--- src/rtl/traffic_countdown.sv ---
`default_nettype none
// ============================================================================
// Module : traffic_countdown
// Brief  : Per-phase seconds countdown with prescaler, BCD digits and blanking.
// Rev    : 1.0  initial release
// ============================================================================
module traffic_countdown #(
    parameter int TICK_DIV = 100000000,
    parameter int RED_T    = 20,
    parameter int GREEN_T  = 30,
    parameter int YELLOW_T = 3,
    parameter int FIVE_T   = 5,
    parameter int EIGHT_T  = 8
) (
    input  logic       clk,
    input  logic       rst,
    input  logic       i_red_s,
    input  logic       i_green_s,
    input  logic       i_yellow_s,
    input  logic       i_init_s,
    input  logic       i_save_s,
    input  logic       i_five_time,
    input  logic       i_eight_time,
    input  logic [6:0] i_p_rest_time,
    input  logic       i_pause_r,
    input  logic       i_dis,
    output logic [6:0] o_rest_time,
    output logic [3:0] o_tens,
    output logic [3:0] o_ones,
    output logic       o_tick,
    output logic       o_blank
);

    localparam int PW = (TICK_DIV > 2) ? $clog2(TICK_DIV) : 1;
    localparam logic [PW-1:0] c_PRE_MAX = PW'(TICK_DIV - 1);

    localparam logic [6:0] c_RED    = (RED_T    > 99) ? 7'd99 : 7'(RED_T);
    localparam logic [6:0] c_GREEN  = (GREEN_T  > 99) ? 7'd99 : 7'(GREEN_T);
    localparam logic [6:0] c_YELLOW = (YELLOW_T > 99) ? 7'd99 : 7'(YELLOW_T);
    localparam logic [6:0] c_FIVE   = (FIVE_T   > 99) ? 7'd99 : 7'(FIVE_T);
    localparam logic [6:0] c_EIGHT  = (EIGHT_T  > 99) ? 7'd99 : 7'(EIGHT_T);

    logic [PW-1:0] r_pre;
    logic [6:0]    r_rest;
    logic [3:0]    r_tens;
    logic [3:0]    r_ones;
    logic          r_tick;
    logic          r_blank;

    logic          w_load;
    logic [6:0]    w_load_val;
    logic          w_frozen;
    logic          w_wrap;
    logic [3:0]    w_tens;
    logic [6:0]    w_tens_x10;
    logic [3:0]    w_ones;

    always_comb begin
        w_load     = 1'b1;
        w_load_val = 7'd0;
        if (i_init_s)          w_load_val = 7'd0;
        else if (i_save_s)     w_load_val = (i_p_rest_time > 7'd99) ? 7'd99 : i_p_rest_time;
        else if (i_red_s)      w_load_val = c_RED;
        else if (i_green_s)    w_load_val = c_GREEN;
        else if (i_yellow_s)   w_load_val = c_YELLOW;
        else if (i_five_time)  w_load_val = c_FIVE;
        else if (i_eight_time) w_load_val = c_EIGHT;
        else                   w_load     = 1'b0;
    end

    assign w_frozen = i_pause_r | i_dis;
    assign w_wrap   = !w_load && !w_frozen && (r_pre == c_PRE_MAX);

    // Digit split by comparison ladder; r_rest never exceeds 99.
    always_comb begin
        w_tens = 4'd0;
        for (int k = 1; k < 10; k++) begin
            if (r_rest >= 7'(10 * k)) w_tens = 4'(k);
        end
    end

    assign w_tens_x10 = 7'd10 * {3'b000, w_tens};
    assign w_ones     = 4'(r_rest - w_tens_x10);

    always_ff @(posedge clk) begin
        if (rst) begin
            r_pre   <= '0;
            r_rest  <= 7'd0;
            r_tens  <= 4'd0;
            r_ones  <= 4'd0;
            r_tick  <= 1'b0;
            r_blank <= 1'b1;
        end else begin
            r_blank <= i_dis;
            r_tens  <= w_tens;
            r_ones  <= w_ones;
            r_tick  <= w_wrap;
            if (w_load) begin
                r_rest <= w_load_val;
                r_pre  <= '0;
            end else if (!w_frozen) begin
                if (w_wrap) begin
                    r_pre <= '0;
                    if (r_rest != 7'd0) r_rest <= r_rest - 7'd1;
                end else begin
                    r_pre <= r_pre + 1'b1;
                end
            end
        end
    end

    assign o_rest_time = r_rest;
    assign o_tens      = r_tens;
    assign o_ones      = r_ones;
    assign o_tick      = r_tick;
    assign o_blank     = r_blank;

endmodule
`default_nettype wire

--- config.mk ---
export PLATFORM = sky130hd
export DESIGN_NAME = traffic_countdown
export DESIGN_NICKNAME = d
export VERILOG_FILES = /design/src/rtl/traffic_countdown.sv
export SDC_FILE = /design/constraint.sdc
export NUM_CORES = 1
export LEC_CHECK = 0
export ABC_AREA = 1
export CORE_MARGIN = 3
export CORE_UTILIZATION = 45
export DETAILED_ROUTE_END_ITERATION = 8
export DONT_BUFFER_PORTS = 1
export PLACE_DENSITY = 0.7
export SLEW_MARGIN = 20
export SYNTH_ARGS = -nofsm -noshare
export SYNTH_HDL_FRONTEND = slang
export SYNTH_SLANG_ARGS = --single-unit
--- constraint.sdc ---
create_clock -name clk -period 2.65 [get_ports clk]
set_input_delay 0.53 -clock clk [delete_from_list [all_inputs] [get_ports clk]]
set_output_delay 0.53 -clock clk [all_outputs]
set_load 0.02 [all_outputs]
After elaboration in Yosys (flattened, before gate mapping)
Index checks and enable logic that the tools add are counted.
W data, S select, Z words.
{"block": "classes", "magnitude_cmp": 10, "bitwise_logic": 1, "n_eq_ne": 2, "muxes": 29, "n_reduce_logical": 9, "mul": 1, "n_addsub": 3}
{"op": "$mux W7", "n": 7}
{"op": "$mux W4", "n": 11}
{"op": "$add A27 B1 Y27 const B", "n": 1}
{"op": "$eq A27 B27 Y1 const B", "n": 1}
{"op": "$mux W27", "n": 1}
{"op": "$ge A7 B6 Y1 const B", "n": 3}
{"op": "$ge A7 B7 Y1 const B", "n": 3}
{"op": "$ge A7 B5 Y1 const B", "n": 2}
{"op": "$mux W5", "n": 2}
{"op": "$mux W1", "n": 8}
{"op": "$ge A7 B4 Y1 const B", "n": 1}
{"op": "$gt A7 B7 Y1 const B", "n": 1}
{"op": "$reduce_bool A7 Y1", "n": 1}
{"op": "$sub A7 B1 Y7 const B", "n": 1}
{"op": "$mul A3 B4 Y3 const A", "n": 1}
{"op": "$reduce_bool A2 Y1", "n": 2}
{"op": "$sub A4 B4 Y4", "n": 1}
{"op": "$reduce_and A3 Y1", "n": 1}
{"op": "$logic_and A1 B1 Y1", "n": 2}
{"op": "$logic_not A1 Y1", "n": 2}
{"op": "$ne A2 B2 Y1 const B", "n": 1}
{"op": "$reduce_or A2 Y1", "n": 1}
{"op": "$or A1 B1 Y1", "n": 1}
{"block": "totals", "out_inout_bits": 17, "wordCells": 61, "input_bits": 18, "regBits": 44}

Logic depth before layout (Yosys ltp)
{"block": "logic_depth", "ltp_word": 13, "ltp_mapped": 20, "mapped_depth_nobuf": 20}

Least setup slack after synthesis
No wires, ideal clock.
{"block": "synth_timing", "path_kind": "register to register", "start": "reg r_rest[3], in the netlist o_rest_time[3]", "end": "reg r_ones[3], in the netlist o_ones[3]", "t_required_ns": 2.537, "period_less_slack_ns": 2.445, "path_buffers": 1, "arrival_ns": 2.333, "stages_incl_launch_ff": 17, "path_slack_ns": 0.205, "setup_ns": 0.113, "path_cell_list": "dfxtp_1 buf_2 nand2_1 o21ai_0 o21ai_0 nand2_1 nand2_1 nand2_1 nand2_1 ha_1 fa_1 xor2_1 xor2_1 inv_1 nand2_1 nand2_1 nor2_1"}
{"block": "synth_between", "elab_chain_cells": 12, "word_cells_on_any_way": 20, "cone_classes": "add/sub (1); mul (1); order compare (9); mux (9)"}
{"item": "from (decl)", "line_no": "44", "rtl": "logic [6:0] r_rest;"}
{"item": "from (signal assigned)", "line_no": "99", "rtl": "r_rest <= w_load_val;"}
{"item": "from (signal assigned)", "line_no": "104", "rtl": "if (r_rest != 7'd0) r_rest <= r_rest - 7'd1;"}
{"item": "$ge A7 B4 Y1", "line_no": "78", "rtl": "if (r_rest >= 7'(10 * k)) w_tens = 4'(k);"}
{"item": "$mux W1", "line_no": "78"}
{"item": "$mux W4 (7 in a row)", "line_no": "78"}
{"item": "$mux W4 (*)", "line_no": "78"}
{"item": "net w_tens[0]", "line_no": "54", "rtl": "logic [3:0] w_tens;"}
{"item": "$mul A3 B4 Y3 (*)", "line_no": "82", "rtl": "assign w_tens_x10 = 7'd10 * {3'b000, w_tens};"}
{"item": "$sub A4 B4 Y4 (*)", "line_no": "83", "rtl": "assign w_ones = 4'(r_rest - w_tens_x10);"}
{"item": "to (signal assigned)", "line_no": "96", "rtl": "r_ones <= w_ones;"}
{"item": "to (decl)", "line_no": "46", "rtl": "logic [3:0] r_ones;"}
Mark *: on every way through the listed nets, which the timed path passes. The rest lies on a longest branch.
A chain may end at the register's enable or synchronous reset.

Worst setup path in the final report
{"block": "layout_timing", "start": "reg r_rest[0], in the netlist o_rest_time[0]", "end": "reg r_ones[3], in the netlist o_ones[3]"}
Same word-level chain as after synthesis.

==> results.yml <==
synthesis:
  synth_area_um2: 2555
  syn_nets: 396
  avgSynthCellArea_um2: 6.850
  synth_warnings: 0
  synth_xor_area_share_pct: 4.114
  synth-compound-area-share_pct: 12.83
  yosysSeqAreaShare_pct: 34.48
  syn-instance-count: 373
  synth_top_family_by_area: "simple AND/OR/NAND/NOR gates"
  synthMuxAreaShare_pct: 0
  ys_types: 37
  synth_fa_ha_area_share_pct: 2.742
  synthSimpleGateAreaFrac_pct: 37.86
  synth.ff_latch_count: 44
place:
  placedCellCount: 448
  port-buffer-count: 0
  place_hpwl_um: 4456
  placed_area_um2: 2683
  dpl_worst_slack_ns: 0.2251
  gp_congestion: 0.9129
timing:
  fin_worst_skew_ns: 0.007516
  worst_pin_slew_ns: 0.4324
  min_period_over_period_pct: 91.05
  finalHoldViolCount: 0
  clock.fmax_ghz: 0.4144
  layout_setup_ws_ns: 0.2371
  relSlewSlack_pct: 70.95
  slew_viol_final: 0
  setup_tns_ns: 0
  finalSetupViolCount: 0
  timing.final.crit_period_ns: 2.413
  rsz0062_at_grt: "false"
clocking:
  cts_setup_buffers: 0
  h-tree-depth: 2
  cts_sinks: 44
  clock_latency_ns: 0.30
  cts_buffer_depth: 2
  clock-root-buffer: "clkbuf_8"
  clk_pin_slew_ns: 0.09
  cts_resized: 0
  cts_buffers: 5
  hold_buffers: 0
  cts_tree: "built"
critical_path:
  cp_data_required_time_ns: 2.85
  worstSetupEndpoint: "o_ones[3]$_SDFF_PP0_"
  crit_start: "o_rest_time[0]$_SDFFE_PP0P_"
  crit_arrival_ns: 2.62
  rrSetupSlack_ns: 0.24
  reg2reg_depth: 20
  crit_path_end_kind: "flip-flop"
  path_class: "flip-flop to flip-flop"
  path_max_fanout: 3
  r2r_start: "o_rest_time[0]$_SDFFE_PP0P_"
  critPathLaunchType: "flip-flop"
  rr_endpoint: "o_ones[3]$_SDFF_PP0_"
power_and_ir_drop:
  p_per_area_nw_per_um2: 485.5
  power.switching_uw: 349.6
  p_int_uw: 1013
  switching_share_pct: 25.65
  leakagePower_uw: 0.001050
  p_clk_share_pct: 38.6
  comb_power_share_pct: 9.9
  total_power_uw: 1363
  seqPwrFrac_pct: 51.5
  ir_drop_mv: 0.2834
global_route:
  grt_pass1_vias: 2211
  grtUsageTotal_pct: 19.06
  grt_pass1_wl_um: 9846
  grt_overflow: 0
  grt_start_max_net_pins: 16
  antenna_found_initial: 0
layout:
  insertedDiodeCount: 0
  drive_gt1_share_pct: 14.51
  fin_nets: 408
  finalInstanceArea_um2: 2806
  area_growth_pct: 9.843
  finalNonFillerCells: 456
drt:
  wl_um: 5676
  vias_per_cell: 5.169
  wire_per_inst_um: 12.45
  first_pass_iters: 4
  vias: 2357
  met1_length_um: 2913
  met3_wirelength_um: 337
  wl_met2_um: 2343
  drtIter0Drc: 192
  drc: 0
  top_layer_used: "met4"
  detail-route-antenna-nets: 0
die:
  initial_core_util_pct: 48.18
  fp.dieW_um: 81.35
  die_h_um: 81.35
  core-area_um2: 5303
  fp-row-count: 26
  die_area_um2: 6618
  io_pins: 35
hold_path:
  min_path_type: "primary input to flip-flop"
  hp-start: "rst"
outcome:
  status: "complete, no violations"
job:
  drv_cap: 0
==> logic make-up after synthesis <==
kind of cell,count (synthesis)
AOI/OAI and AO/OA,55
adders and majority gates,5
buffers and inverters,51
and+or+nand+nor,206
xor gates and xnor gates,12
DFF,44
==> critical path, stage by stage (launching register included) <==
cell and delay, ns:
dfxtp_2 0.33, inv_1 0.05, ha_1 0.19, nor2_1 0.13, a21oi_1 0.09, nand2_1 0.07, nand2_1 0.04, nand2_1 0.05
nand2_1 0.04, nand2_1 0.05, nand2_1 0.06, nand2_2 0.07, nand2_2 0.06, ha_1 0.20, fa_2 0.34, xor2_1 0.16
xor2_1 0.16, inv_1 0.08, nand2_1 0.05, nand2_1 0.05, nor2_1 0.04
==> cells in the final DEF (no fill, tap or decap), types with 3 or more instances in the layout <==
master | Yosys | final
a21oi_1 | 19 | 19
clkbuf_8 | 0 | 5
nand2_2 | 6 | 8
inv_2 | 5 | 5
nand4_1 | 6 | 6
dfxtp_1 | 44 | 43
o21ai_0 | 22 | 22
nor2_4 | 6 | 6
buf_4 | 1 | 9
inv_1 | 42 | 42
nand3_1 | 18 | 18
nor3_1 | 16 | 16
nand2_1 | 63 | 61
ha_1 | 4 | 4
nor2_2 | 9 | 9
xor2_1 | 9 | 9
o31ai_1 | 4 | 4
xnor2_1 | 3 | 3
nor2_1 | 70 | 70
==> worst min path at each step <==
stage / slack [ns] / cells after the start / end
detailed placement: 0.49 / 2 / r_pre[21]$_SDFFE_PP0N_
global placement: 0.48 / 2 / r_pre[21]$_SDFFE_PP0N_
finish: 0.28 / 1 / o_rest_time[2]$_SDFFE_PP0P_
CTS: 0.27 / 1 / o_rest_time[2]$_SDFFE_PP0P_
global route: 0.27 / 1 / o_rest_time[2]$_SDFFE_PP0P_
floorplan: 0.45 / 2 / r_pre[21]$_SDFFE_PP0N_
==> metrics by stage <==
stage,utilization (%),hold WS (ns)
6_report,52.93,0.2847
5_1_grt,52.93,0.2664
4_1_cts,52.76,0.2725
3_5_place_dp,50.59,0.4911
3_3_place_gp,50.59,0.4809
2_1_floorplan,-,0.4488
==> layout make-up <==
cell class              count  area [um2]
repair buffers              9       67.56
clock inverters             3       46.29
multi-input cells         278        1478
clock buffers               5       68.82
well taps                  70       87.58
flip-flops and latches     44       882.1
fillers                   534        2496
inverters                  47       176.4
==> synth_stat cells, drive strengths merged <==
| cell | instances | area share, % |
|---|---|---|
| a211oi | 3 | 1.1 |
| a21boi | 1 | 0.29 |
| a21oi | 19 | 3.7 |
| a221oi | 1 | 0.34 |
| a31oi | 1 | 0.25 |
| and2 | 2 | 0.49 |
| buf | 3 | 0.93 |
| clkbuf | 1 | 0.15 |
| dfxtp | 44 | 34 |
| fa | 1 | 0.78 |
| ha | 4 | 2.0 |
| inv | 47 | 6.9 |
| nand2 | 70 | 11 |
| nand3 | 20 | 4.3 |
| nand3b | 2 | 0.59 |
| nand4 | 6 | 1.5 |
| nor2 | 85 | 15 |
| nor3 | 18 | 3.9 |
| nor3b | 1 | 0.29 |
| o211a | 2 | 0.78 |
| o21ai | 23 | 4.9 |
| o22ai | 1 | 0.25 |
| o31ai | 4 | 1.2 |
| or2 | 2 | 0.49 |
| xnor2 | 3 | 1.0 |
| xor2 | 9 | 3.1 |
==> power groups by stage <==
stage               Clock [uW]  Sequential (uW)  Combinational (uW)
floorplan                    0              721                95.5
global placement             0              717                 129
detailed placement           0              718                 130
CTS                        542              702                 132
global route               569              705                 154
finish                     526              702                 135
==> flip-flops by register name, indices dropped and copies added, names as in the netlist <==
name         count
o_blank          1
o_rest_time      7
o_tens           4
o_tick           1
r_pre           27
o_ones           4
==> routing by layer <==
metal / GRT usage (%) / vias to the layer above
li1: - / 1229
met1: 26.63 / 1053
met2: 28.66 / 69
met3: 4.213 / 6
met4: 6.588 / 0
met5: 0 / -
Power figures use the tool's default switching activity.
